--- src/rtl/control_unit_if.sv ---
// Bus between the control unit and its datapath/memories: instruction fetch,
// data-memory strobes, register-file controls and the zero flag.
interface control_unit_if #(
  parameter int PC_WIDTH = 16,
  parameter int REGBITS  = 4,
  parameter int DADDR    = 8
);
  logic [PC_WIDTH-1:0] i_addr;
  logic                i_rd;
  logic [15:0]         i_data;
  logic [DADDR-1:0]    d_addr;
  logic                d_rd;
  logic                d_wr;
  logic [7:0]          rf_w_data;
  logic [REGBITS-1:0]  rf_w_addr;
  logic                rf_w_wr;
  logic [REGBITS-1:0]  rf_rp_addr;
  logic                rf_rp_rd;
  logic [REGBITS-1:0]  rf_rq_addr;
  logic                rf_rq_rd;
  logic [1:0]          rf_s;
  logic [1:0]          alu_s;
  logic                rf_rp_zero;
  logic                halted;

  modport master (
    output i_addr, i_rd, d_addr, d_rd, d_wr, rf_w_data, rf_w_addr, rf_w_wr,
           rf_rp_addr, rf_rp_rd, rf_rq_addr, rf_rq_rd, rf_s, alu_s, halted,
    input  i_data, rf_rp_zero
  );

  modport slave (
    input  i_addr, i_rd, d_addr, d_rd, d_wr, rf_w_data, rf_w_addr, rf_w_wr,
           rf_rp_addr, rf_rp_rd, rf_rq_addr, rf_rq_rd, rf_s, alu_s, halted,
    output i_data, rf_rp_zero
  );
endinterface

--- src/rtl/control_unit.sv ---
// Moore-FSM control unit for the 6-instruction processor (PC, IR, decode).
// Define HALT_EN to make opcode 1111 enter a sticky HALT state.
module control_unit #(
  parameter int PC_WIDTH = 16,
  parameter int REGBITS  = 4,
  parameter int DADDR    = 8
) (
  input  logic          clk,
  input  logic          reset,
  control_unit_if.master bus
);
  typedef enum logic [3:0] {
    S_INIT, S_FETCH, S_DECODE, S_LOAD, S_STORE, S_ADD, S_SUB,
    S_LOADC, S_JMPZ_TEST, S_JMPZ_TAKE, S_HALT
  } state_t;

  state_t              state_q, state_d;
  logic [PC_WIDTH-1:0] pc_q, pc_d;
  logic [15:0]         ir_q, ir_d;

  logic [3:0]          op;
  logic [REGBITS-1:0]  ra, rb, rc;
  logic [DADDR-1:0]    dfield;
  logic [PC_WIDTH-1:0] off_sext;

  assign op       = ir_q[15:12];
  assign ra       = REGBITS'(ir_q[11:8]);
  assign rb       = REGBITS'(ir_q[7:4]);
  assign rc       = REGBITS'(ir_q[3:0]);
  assign dfield   = DADDR'(ir_q[7:0]);
  assign off_sext = {{(PC_WIDTH-8){ir_q[7]}}, ir_q[7:0]};

  always_ff @(posedge clk or posedge reset) begin
    if (reset) begin
      state_q <= S_INIT;
      pc_q    <= '0;
      ir_q    <= '0;
    end else begin
      state_q <= state_d;
      pc_q    <= pc_d;
      ir_q    <= ir_d;
    end
  end

  always_comb begin
    state_d        = state_q;
    pc_d           = pc_q;
    ir_d           = ir_q;
    bus.i_addr     = pc_q;
    bus.i_rd       = 1'b0;
    bus.d_addr     = '0;
    bus.d_rd       = 1'b0;
    bus.d_wr       = 1'b0;
    bus.rf_w_data  = '0;
    bus.rf_w_addr  = '0;
    bus.rf_w_wr    = 1'b0;
    bus.rf_rp_addr = '0;
    bus.rf_rp_rd   = 1'b0;
    bus.rf_rq_addr = '0;
    bus.rf_rq_rd   = 1'b0;
    bus.rf_s       = 2'b00;
    bus.alu_s      = 2'b00;
    bus.halted     = 1'b0;

    case (state_q)
      S_INIT: begin
        pc_d    = '0;
        state_d = S_FETCH;
      end
      S_FETCH: begin
        bus.i_rd = 1'b1;
        ir_d     = bus.i_data;
        pc_d     = pc_q + 1'b1;
        state_d  = S_DECODE;
      end
      S_DECODE: begin
        case (op)
          4'b0000: state_d = S_LOAD;
          4'b0001: state_d = S_STORE;
          4'b0010: state_d = S_ADD;
          4'b0011: state_d = S_LOADC;
          4'b0100: state_d = S_SUB;
          4'b0101: state_d = S_JMPZ_TEST;
`ifdef HALT_EN
          4'b1111: state_d = S_HALT;
`endif
          default: state_d = S_FETCH;
        endcase
      end
      S_LOAD: begin
        bus.d_addr    = dfield;
        bus.d_rd      = 1'b1;
        bus.rf_s      = 2'b01;
        bus.rf_w_addr = ra;
        bus.rf_w_wr   = 1'b1;
        state_d       = S_FETCH;
      end
      S_STORE: begin
        bus.d_addr     = dfield;
        bus.d_wr       = 1'b1;
        bus.rf_rp_addr = ra;
        bus.rf_rp_rd   = 1'b1;
        state_d        = S_FETCH;
      end
      S_ADD, S_SUB: begin
        bus.rf_rp_addr = rb;
        bus.rf_rp_rd   = 1'b1;
        bus.rf_rq_addr = rc;
        bus.rf_rq_rd   = 1'b1;
        bus.alu_s      = (state_q == S_ADD) ? 2'b01 : 2'b10;
        bus.rf_s       = 2'b00;
        bus.rf_w_addr  = ra;
        bus.rf_w_wr    = 1'b1;
        state_d        = S_FETCH;
      end
      S_LOADC: begin
        bus.rf_w_data = ir_q[7:0];
        bus.rf_s      = 2'b10;
        bus.rf_w_addr = ra;
        bus.rf_w_wr   = 1'b1;
        state_d       = S_FETCH;
      end
      S_JMPZ_TEST: begin
        bus.rf_rp_addr = ra;
        bus.rf_rp_rd   = 1'b1;
        state_d        = bus.rf_rp_zero ? S_JMPZ_TAKE : S_FETCH;
      end
      S_JMPZ_TAKE: begin
        // PC already points past the JMPZ, hence the -1 to make offsets relative to it.
        pc_d    = pc_q + off_sext - 1'b1;
        state_d = S_FETCH;
      end
      S_HALT: begin
`ifdef HALT_EN
        bus.halted = 1'b1;
`endif
        state_d = S_HALT;
      end
      default: state_d = S_INIT;
    endcase
  end
endmodule

--- src/flat_wrapper.sv ---
// flat-port wrapper written by rule: the top's interface ports become plain ports
module control_unit_flat 
#(
  parameter int PC_WIDTH = 16,
  parameter int REGBITS  = 4,
  parameter int DADDR    = 8
)
  (clk, reset, bus_i_addr, bus_i_rd, bus_d_addr, bus_d_rd, bus_d_wr, bus_rf_w_data, bus_rf_w_addr, bus_rf_w_wr, bus_rf_rp_addr, bus_rf_rp_rd, bus_rf_rq_addr, bus_rf_rq_rd, bus_rf_s, bus_alu_s, bus_halted, bus_i_data, bus_rf_rp_zero);
  control_unit_if #(.PC_WIDTH(PC_WIDTH), .REGBITS(REGBITS), .DADDR(DADDR)) bus_i ();
  input  logic clk;
  input  logic reset;
  output wire logic [$bits(bus_i.i_addr)-1:0] bus_i_addr;
  output wire logic [$bits(bus_i.i_rd)-1:0] bus_i_rd;
  output wire logic [$bits(bus_i.d_addr)-1:0] bus_d_addr;
  output wire logic [$bits(bus_i.d_rd)-1:0] bus_d_rd;
  output wire logic [$bits(bus_i.d_wr)-1:0] bus_d_wr;
  output wire logic [$bits(bus_i.rf_w_data)-1:0] bus_rf_w_data;
  output wire logic [$bits(bus_i.rf_w_addr)-1:0] bus_rf_w_addr;
  output wire logic [$bits(bus_i.rf_w_wr)-1:0] bus_rf_w_wr;
  output wire logic [$bits(bus_i.rf_rp_addr)-1:0] bus_rf_rp_addr;
  output wire logic [$bits(bus_i.rf_rp_rd)-1:0] bus_rf_rp_rd;
  output wire logic [$bits(bus_i.rf_rq_addr)-1:0] bus_rf_rq_addr;
  output wire logic [$bits(bus_i.rf_rq_rd)-1:0] bus_rf_rq_rd;
  output wire logic [$bits(bus_i.rf_s)-1:0] bus_rf_s;
  output wire logic [$bits(bus_i.alu_s)-1:0] bus_alu_s;
  output wire logic [$bits(bus_i.halted)-1:0] bus_halted;
  input wire logic [$bits(bus_i.i_data)-1:0] bus_i_data;
  input wire logic [$bits(bus_i.rf_rp_zero)-1:0] bus_rf_rp_zero;
  assign bus_i_addr = bus_i.i_addr;
  assign bus_i_rd = bus_i.i_rd;
  assign bus_d_addr = bus_i.d_addr;
  assign bus_d_rd = bus_i.d_rd;
  assign bus_d_wr = bus_i.d_wr;
  assign bus_rf_w_data = bus_i.rf_w_data;
  assign bus_rf_w_addr = bus_i.rf_w_addr;
  assign bus_rf_w_wr = bus_i.rf_w_wr;
  assign bus_rf_rp_addr = bus_i.rf_rp_addr;
  assign bus_rf_rp_rd = bus_i.rf_rp_rd;
  assign bus_rf_rq_addr = bus_i.rf_rq_addr;
  assign bus_rf_rq_rd = bus_i.rf_rq_rd;
  assign bus_rf_s = bus_i.rf_s;
  assign bus_alu_s = bus_i.alu_s;
  assign bus_halted = bus_i.halted;
  assign bus_i.i_data = bus_i_data;
  assign bus_i.rf_rp_zero = bus_rf_rp_zero;
  control_unit #(.PC_WIDTH(PC_WIDTH), .REGBITS(REGBITS), .DADDR(DADDR)) u_core (.clk(clk), .reset(reset), .bus(bus_i));
endmodule
--- config.mk ---
export PLATFORM = sky130hd
export DESIGN_NAME = control_unit_flat
export DESIGN_NICKNAME = d
export VERILOG_FILES = /design/src/rtl/control_unit_if.sv /design/src/rtl/control_unit.sv /design/src/flat_wrapper.sv
export SDC_FILE = /design/constraint.sdc
export NUM_CORES = 1
export LEC_CHECK = 0
export BUFFER_PORTS_ARGS = -buffer_cell sky130_fd_sc_hd__buf_4
export CORE_UTILIZATION = 59
export DETAILED_ROUTE_END_ITERATION = 8
export PLACE_DENSITY = 0.87
export SLEW_MARGIN = 40
export SYNTH_ARGS = -nofsm -noshare
export SYNTH_HDL_FRONTEND = slang
export SYNTH_SLANG_ARGS = --single-unit
--- constraint.sdc ---
create_clock -name clk -period 7.52 [get_ports clk]
set_input_delay 0.376 -clock clk [delete_from_list [all_inputs] [get_ports clk]]
set_output_delay 0.376 -clock clk [all_outputs]
set_load 0.005 [all_outputs]
==> flow_summary.yaml <==
outcome:
  status: "finished clean"
drt:
  ant_nets: 0
  drt-wirelength-per-cell_um: 15.7
  drt_iter0_drc: 269
  firstDrtPassIters: 5
  viasPerCell: 5.95
  wirelength_um: 8550
  vias: 3243
  drc: 0
grt:
  track_usage: 0.318
  grt_max_degree: 37
  grt.overflow.total: 0
  antenna_found_initial: 0
  grt_pass1_vias: 2944
  grt_pass1_wl_um: 13300
logic_synthesis:
  synth_top_cell_area_share: 0.292
  synth.distinct_cells: 53
  synthTopCellsByCount: "nand2_1 (62), inv_1 (57), dfrtp_1 (36), nor2_1 (33), o21ai_0 (31)"
  synth-edff-count: 0
  synth_warnings: 0
  yosys_register_bits: 36
  yosys-top-cells-area: "dfrtp_1 (29%), ha_1 (12%), nand2_1 (7.5%), inv_1 (6.9%), o21ai_0 (5.0%)"
  yosys.area.top_type: "dfrtp_1"
  synth_ff_type: "dfrtp_1"
  syn_inst: 409
  synth_most_common_cell: "nand2_1"
  async_flop_share: 1.00
  syn_nets: 459
  avgSynthCellArea_um2: 7.54
  ys_seq_area_frac: 0.292
  synth_area_um2: 3090
die:
  dieArea_um2: 5520
  dieWidth_um: 74.3
  ios: 74
  die_h_um: 74.3
  rows: 25
  start_util: 0.632
  fp.coreArea_um2: 4880
placed_design:
  place.gp.congestion: 0.924
  numPortBuffers: 72
  place_hpwl_um: 6190
finish:
  antenna_cells: 0
  drive_above_1_share: 0.186
  area_growth_pct: 21.5
  nets: 527
  final_core_util: 0.768
clock_tree:
  insertion_delay_ps: 290
  root_buffer: "clkbuf_8"
  clock_path_buffers: 2
  cts_buffers: 5
  cts_setup_buffers: 0
  cts_hold_buf: 0
  cts.sinks: 36
  cts_htree_levels: 2
  post_cts_resized: 0
  cts_tree: "built"
  clk_pin_slew_ps: 80
sta:
  slew_violations: 0
  period_share: 0.372
  finalSetupViolations: 0
  fin_crit_ps: 2790
  worst_pin_slew_ps: 810
  fmax_mhz: 358
  slew_headroom: 0.456
  finalClockSkew_ps: 4.16
  rsz0062_at_grt: "false"
  hold_viol: 0
  fin_setup_tns_ps: 0
hold_path:
  min_path_type: "input port to asynchronous set/reset pin"
pwr:
  ir_worst_vdd_mv: 0.373
  power.density_nw_per_um2: 482
  p_leak_nw: 1.87
worst_setup_path:
  worst_ep_arrival_time_ps: 3030
  startpoint_type: "flop"
  cp-end-kind: "flop"
  path_max_fanout: 7
  path_class: "flop to flop"
  critPathRequiredTime_ps: 7750
flow_run:
  max_cap_viol_count: 0
## cell families after synthesis
| family | count (synthesis) | synth area share |
|---|---|---|
| simple gates | 157 | 0.236 |
| compound gates | 96 | 0.202 |
| buf+inv | 72 | 0.0949 |
| flops | 36 | 0.292 |
| fa+ha+maj | 31 | 0.128 |
| xor+xnor | 15 | 0.0426 |
| other cells | 1 | 0.00122 |
| mux | 1 | 0.00365 |
## layer usage
layer  vias to the layer above  track usage  wire (um)
li1                       1537            -          -
met1                      1503        0.408       3470
met2                       178        0.517       4060
met3                        25       0.0583        776
met4                         0        0.157        243
met5                         -            0          0
## cell usage in the layout (no fill, tap or decap), drive strengths merged, types with 2 or more instances in the layout
cell type   n
inv        57
buf        75
a22oi       8
o21ai      34
clkbuf      5
ha         30
nand3      18
nor4        2
a32oi       2
o221ai      5
nor2       33
a21o        5
a211o       3
clkinv      4
o211ai      2
nand4       4
or3         3
o2bb2ai     2
nand2      62
dfrtp      36
a21oi      15
o21a        3
nand2b      3
a22o        2
xnor2      10
xor2        5
and2        8
o31ai       4
nor3       20
a31oi       2
## worst max-delay path: stages, from the launching register on
cell and delay (ps):
dfrtp_1 470, inv_1 90, ha_1 280, inv_1 40, ha_1 210, inv_1 70
fa_1 260, nor2b_4 60, o2111a_1 270, nor3_2 300, o21ai_1 130, or4b_1 470
nand3_1 80
## through the flow
step           hold WS [ps]  setup WS, ps  std cells  power, mW  cell area (um^2)
2_1_floorplan           481          5050        409       1.30              3090
3_3_place_gp            510          4890        537       1.58              3660
3_5_place_dp            506          4790        537       1.63              3660
4_1_cts                 212          4760        545       1.78              3740
5_1_grt                 243          4600        545       1.95              3750
6_report                201          4730        545       1.81              3750
## area by class of cell
type / count / area [um^2]
Clock buffer: 5 / 68.8
Clock inverter: 3 / 18.8
Timing Repair Buffer: 75 / 563
Fill cell: 376 / 1130
Multi-Input combinational cell: 301 / 1900
Tap cell: 67 / 83.8
Inverter: 58 / 218
Sequential cell: 36 / 901
## where the power goes
group / switching [mW] / internal (mW)
combinational: 0.761 / 0.554
clock: 0.0765 / 0.0646
sequential: 0.0904 / 0.261
## worst paths after layout
check	cells past startpoint	endpoint	slack, ps	from
min	3	u_core.bus.i_addr[15]	200	reset
max	12	u_core.bus.i_addr[15]	4730	u_core.bus.i_addr[1]
max in group asynchronous	3	u_core.ir_q[7]	6990	reset
min in group clk	3	u_core.ir_q[11]	270	bus_i_data[11]
max reg2reg	12	u_core.bus.i_addr[15]	4730	u_core.bus.i_addr[1]
min reg2reg	2	u_core.ir_q[9]	520	u_core.ir_q[9]
## registers in the layout (all words and copies together) (netlist names)
signal	count
u_core.state_q	4
u_core.ir_q	16
u_core.bus.i_addr	16
No activity file was read; power rests on OpenSTA's default activity.
